[config.mk]
export PLATFORM = sky130hd
export DESIGN_NAME = pattern_gen_multi
export DESIGN_NICKNAME = d
export VERILOG_FILES = /design/src/rtl/pattern_gen_multi.sv
export SDC_FILE = /design/constraint.sdc
export NUM_CORES = 1
export LEC_CHECK = 0
export ABC_AREA = 1
export CELL_PAD_IN_SITES_DETAIL_PLACEMENT = 1
export CELL_PAD_IN_SITES_GLOBAL_PLACEMENT = 1
export CORE_MARGIN = 10
export CORE_UTILIZATION = 33
export DETAILED_ROUTE_END_ITERATION = 10
export GPL_ROUTABILITY_DRIVEN = 0
export PLACE_DENSITY = 0.73
export SYNTH_ARGS = -nofsm -noshare
export SYNTH_HDL_FRONTEND = slang
export SYNTH_SLANG_ARGS = --single-unit
[constraint.sdc]
create_clock -name pixel_clk -period 2.83 [get_ports pixel_clk]
set_input_delay 0.7075 -clock pixel_clk [delete_from_list [all_inputs] [get_ports pixel_clk]]
set_output_delay 0.7075 -clock pixel_clk [all_outputs]
set_load 0.02 [all_outputs]
[src/rtl/pattern_gen_multi.sv]
// Multi-pattern HDMI test source. Produces one registered RGB565 pixel
// per requested coordinate. Five patterns are available, selected through
// a pending register that is applied on frame boundaries. Mode 4 scrolls
// its bars by SCROLL_STEP lines per frame.
module pattern_gen_multi #(
  parameter int unsigned BAR_SHIFT   = 6,
  parameter int unsigned CHK_SHIFT   = 5,
  parameter int unsigned SCROLL_STEP = 1,
  parameter int unsigned POS_W       = 12,
  parameter int unsigned FCNT_W      = 16
) (
  input  logic              pixel_clk,
  input  logic              sys_rst_n,
  input  logic [POS_W-1:0]  pixel_xpos,
  input  logic [POS_W-1:0]  pixel_ypos,
  input  logic              frame_start,
  input  logic [2:0]        mode_sel,
  input  logic              mode_we,
  output logic [15:0]       rd_data,
  output logic [2:0]        cur_mode,
  output logic [FCNT_W-1:0] frame_cnt
);

  localparam logic [2:0] MODE_SCROLL = 3'd4;

  // Four-entry bar palette shared by the bar patterns.
  function automatic logic [15:0] palette(input logic [1:0] idx);
    case (idx)
      2'd0:    palette = 16'h07E0;
      2'd1:    palette = 16'hF800;
      2'd2:    palette = 16'h001F;
      default: palette = 16'h07FF;
    endcase
  endfunction

  logic [2:0]        pend_q, pend_d;
  logic [2:0]        cur_q, cur_d;
  logic [POS_W-1:0]  off_q, off_d;
  logic [FCNT_W-1:0] fcnt_q, fcnt_d;
  logic [15:0]       rd_q, rd_d;
  logic [POS_W-1:0]  y_scroll;
  logic [4:0]        grad_r;
  logic [5:0]        grad_g;

  // Coordinate bits that no pattern looks at.
  logic unused_coord_bits;
  assign unused_coord_bits = ^{pixel_xpos, pixel_ypos};

  // Next-state for the mode registers, scroll offset, frame counter and pixel.
  // The pixel in a frame_start cycle must already see the new mode and
  // offset, so the pattern is decoded from the _d values, not the _q values.
  always_comb begin
    // NOTE: every output of this block gets a default first so that no path
    // leaves a variable unassigned, which would infer a latch.
    pend_d   = pend_q;
    cur_d    = cur_q;
    off_d    = off_q;
    fcnt_d   = fcnt_q;
    rd_d     = 16'h0000;
    y_scroll = '0;
    grad_r   = '0;
    grad_g   = '0;

    if (mode_we && (mode_sel <= MODE_SCROLL)) begin
      pend_d = mode_sel;
    end

    if (frame_start) begin
      cur_d  = pend_d;
      fcnt_d = fcnt_q + 1'b1;
      if (pend_d == MODE_SCROLL) begin
        // Entering scroll mode restarts the offset; staying in it advances.
        off_d = (cur_q == MODE_SCROLL) ? off_q + POS_W'(SCROLL_STEP) : '0;
      end
    end

    y_scroll = pixel_ypos + off_d;
    grad_r   = pixel_xpos[8:4];
    grad_g   = pixel_ypos[8:3];

    case (cur_d)
      3'd0: rd_d = palette(pixel_ypos[BAR_SHIFT+1:BAR_SHIFT]);
      3'd1: rd_d = palette(pixel_xpos[BAR_SHIFT+1:BAR_SHIFT]);
      3'd2: rd_d = (pixel_xpos[CHK_SHIFT] ^ pixel_ypos[CHK_SHIFT]) ? 16'hFFFF : 16'h0000;
      3'd3: rd_d = {grad_r, grad_g, ~grad_r};
      3'd4: rd_d = palette(y_scroll[BAR_SHIFT+1:BAR_SHIFT]);
      default: rd_d = 16'h0000;
    endcase
  end

  // State and output registers, cleared asynchronously.
  always_ff @(posedge pixel_clk or negedge sys_rst_n) begin
    // NOTE: sequential state uses non-blocking assignments so every flop
    // samples values from before the edge, independent of statement order.
    if (!sys_rst_n) begin
      pend_q <= '0;
      cur_q  <= '0;
      off_q  <= '0;
      fcnt_q <= '0;
      rd_q   <= 16'h0000;
    end else begin
      pend_q <= pend_d;
      cur_q  <= cur_d;
      off_q  <= off_d;
      fcnt_q <= fcnt_d;
      rd_q   <= rd_d;
    end
  end

  assign rd_data   = rd_q;
  assign cur_mode  = cur_q;
  assign frame_cnt = fcnt_q;

endmodule

==> flow_metrics.env, run 1 <==
export IMPL_grt_max_degree=29
export IMPL_synth_flop_cell="dfrtp_1"
export IMPL_ys_async_sr_fraction_pct=100.0
export IMPL_die_w_um=110.0
export IMPL_tightest_slew_ps=592.2
export IMPL_violations="setup timing"
export IMPL_synthMuxAreaShare_pct=0
export IMPL_finClkSkew_ps=7.656
export IMPL_synthToLayoutAreaGrowth_pct=54.84
export IMPL_htreeDepth=2
export IMPL_nets=480
export IMPL_power_density_nw_per_um2=580.8
export IMPL_synth_nets=370
export IMPL_dieArea_sq_um=12100
export IMPL_cts_buffers=5
export IMPL_finalSetupViolCount=16
export IMPL_worstPathRequired_ps=3000
export IMPL_start_kind="primary input"
export IMPL_grt_pass1_vias=2799
export IMPL_synth_xor_area_share_pct=5.241
export IMPL_antenna_diode_count=0
export IMPL_grt_usage_pct=13.90
export IMPL_io_buffers=55
export IMPL_via_count=2565
export IMPL_drive_gt1_share_pct=31.64
export IMPL_clock_latency_ps=310
export IMPL_cp_end_kind="register"
export IMPL_cts_tree="yes"
export IMPL_rows=32
export IMPL_synth_seq_cells=46
export IMPL_overflow=0
export IMPL_syn_area_sq_um=2674
export IMPL_ir_drop_uv=254.1
export IMPL_grt_pass1_wl_um=13390
export IMPL_seq_area_frac_synth_pct=43.05
export IMPL_dp_cells=514
export IMPL_antenna_found_initial=0
export IMPL_max_slew_margin_pct=60.31
export IMPL_rsz0062_at_grt="true"
export IMPL_run_status="complete, but fails checks"
export IMPL_ios=66
export IMPL_synth_warnings=0
export IMPL_path_class="primary input to register"
export IMPL_yosys_area_top_type="dfrtp_1"
export IMPL_postRouteAntennaNets=0
export IMPL_p_leak_nw=2.017
export IMPL_clk_pin_slew_ps=100
export IMPL_fin_crit_sh_pct=117.8
export IMPL_synth_area_leaders="dfrtp_1, nand2_1, ha_1"
export IMPL_first_iter_violations=76
export IMPL_setup_ws_ps=-503.3
export IMPL_syn_inst=322
export IMPL_wl_per_cell_um=15.96
export IMPL_synth_compound_area_share_pct=5.662
export IMPL_core_area_sq_um=7807
export IMPL_hold_violations=0
export IMPL_placed_cell_area_sq_um=3651
export IMPL_dp_hpwl_um=6293
export IMPL_ys_types=28
export IMPL_start_util_pct=34.25
export IMPL_path_max_fanout=6
export IMPL_drv_slew=0
export IMPL_die_h_um=110.0
export IMPL_synth_top_cell_area_share_pct=43.05
export IMPL_root_buffer="clkbuf_8"
export IMPL_fillers=907
export IMPL_cts_sinks=46
export IMPL_cap_violations=0
export IMPL_via_per_inst=4.794
export IMPL_holdCritPathClass="primary input to asynchronous set/reset pin"
export IMPL_period_minus_slack_ps=3333
export IMPL_routed_wl_um=8539
export IMPL_layout_cells_non_filler=535
export IMPL_drc=0
export IMPL_synthAdderAreaFrac_pct=7.955
export IMPL_fmax_mhz=300.0
export IMPL_synth_area_per_cell_sq_um=8.304
export IMPL_synthSimpleGateAreaFrac_pct=30.74
export IMPL_yosysMostFrequentCell="nand2_1"
export IMPL_drt_pass1_iter_count=4
export IMPL_hold_buffers=0
export IMPL_arrival_ps=3500
export IMPL_synth_top_family_by_area="simple AND/OR/NAND/NOR gates"
export IMPL_clock_path_buffers=2
export IMPL_synth_common_cells="nand2_1, dfrtp_1, inv_1"
export IMPL_synth_edff_count=0
export IMPL_final_cell_area_sq_um=4140
## where the power goes
part / leakage, nW / internal (mW) / switching [mW]
Clock: 0.0514 / 0.264 / 0.244
Sequential: 0.589 / 0.790 / 0.0969
Combinational: 1.38 / 0.463 / 0.547
## through the flow
stage | worst slack (ps) | utilization, % | power, mW | hold WS, ps | setup TNS, ps
floorplan | -453.8 | - | 1.350 | 411.9 | -6072
global route | -663.2 | 53.03 | 2.551 | 364.5 | -9602
CTS | -506.6 | 50.18 | 2.367 | 351.6 | -7450
global placement | -1185 | 46.76 | 1.782 | 482.1 | -17760
finish | -503.3 | 53.03 | 2.405 | 343.2 | -7378
detailed placement | -1428 | 46.76 | 1.817 | 506.1 | -21500
## placed cells by master (no fill, tap or decap), types with 7 or more instances in the layout
master / Yosys / routed
nand2_1: 87 / 63
clkdlybuf4s50_1: 0 / 50
buf_4: 0 / 47
dfrtp_1: 46 / 46
inv_1: 45 / 44
nand2_2: 2 / 22
nand3_1: 24 / 19
nand4_1: 19 / 19
nor2_1: 19 / 13
xor2_1: 13 / 12
ha_1: 17 / 11
nor2_2: 5 / 7
## metal layers
| layer | global-route usage, % | up-vias | share of wire [%] | wire length, um |
|---|---|---|---|---|
| li1 | - | 1247 | - | - |
| met1 | 16.12 | 1260 | 42 | 3609 |
| met2 | 25.36 | 49 | 51 | 4381 |
| met3 | 2.438 | 9 | 5.1 | 432 |
| met4 | 4.275 | 0 | 1.3 | 115 |
| met5 | 0 | - | 0 | 0 |
## state kept, by name (all words and copies together) (netlist names)
| signal | flops |
|---|---|
| rd_data | 16 |
| cur_mode | 3 |
| pend_q | 3 |
| frame_cnt | 16 |
| off_q | 8 |
## worst max-delay path, cell delays in order
cell	delay, ps
buf_8	100
o21ai_4	230
nand2_4	120
nand2_2	80
nand2_2	80
nor2_4	150
nand3_4	100
nor2_4	130
nand2_2	70
or2_1	240
a21oi_2	220
ha_4	250
nand2_2	70
o21ai_2	50
nor2_2	110
inv_1	60
a21oi_2	140
nand2_2	80
nand2_4	90
ha_4	210
nand2_4	90
nand4_1	100
## cells by family (layout without fill, tap and decap cells)
family	Yosys count	in the layout
XOR/XNOR	16	16
AO/OA/AOI/OAI	20	20
AND/OR/NAND/NOR	173	173
buffers and inverters	50	161
adder cells (fa/ha/maj)	17	17
flip-flops	46	46
## path summary, 6_finish.rpt
path / start / end / slack, ps / cells past startpoint
setup / recovery: mode_sel[0] / rd_data[10]$_DFF_PN0_ / -500 / 22
min in group pixel_clk: frame_cnt[15]$_DFFE_PN0P_ / frame_cnt[15]$_DFFE_PN0P_ / 520 / 2
setup reg to reg: off_q[1]$_DFF_PN0_ / rd_data[10]$_DFF_PN0_ / -320 / 19
hold / removal: sys_rst_n / cur_mode[0]$_DFF_PN0_ / 340 / 1
hold reg to reg: frame_cnt[15]$_DFFE_PN0P_ / frame_cnt[15]$_DFFE_PN0P_ / 520 / 2
max in group asynchronous: sys_rst_n / rd_data[12]$_DFF_PN0_ / 1740 / 2
## cell type report
class	instances	area, sq um	area share, %
clock buffers	6	72.57	1.753
clock inverters	2	37.54	0.9066
inverters	48	180.2	4.352
multi-input cells	226	1630	39.38
flip-flops and latches	46	1151	27.80
well taps	102	127.6	3.082
repair buffers	105	940.9	22.73
## repair_timing
item	4_1_cts	5_1_grt
setup buffers	6	7
hold endpoints to repair	0	0
setup endpoints to repair	16	16
gates resized for setup	43	45
gates cloned	0	0
pin swaps	26	32
Note: power is estimated with default switching activity, not from simulation.
==> inputs of run 2 (changes only) <==
- CAP_MARGIN: default -> 10
==> results of run 2 <==
Same layout as run 1: the final DEF is identical, and so are final timing and power.
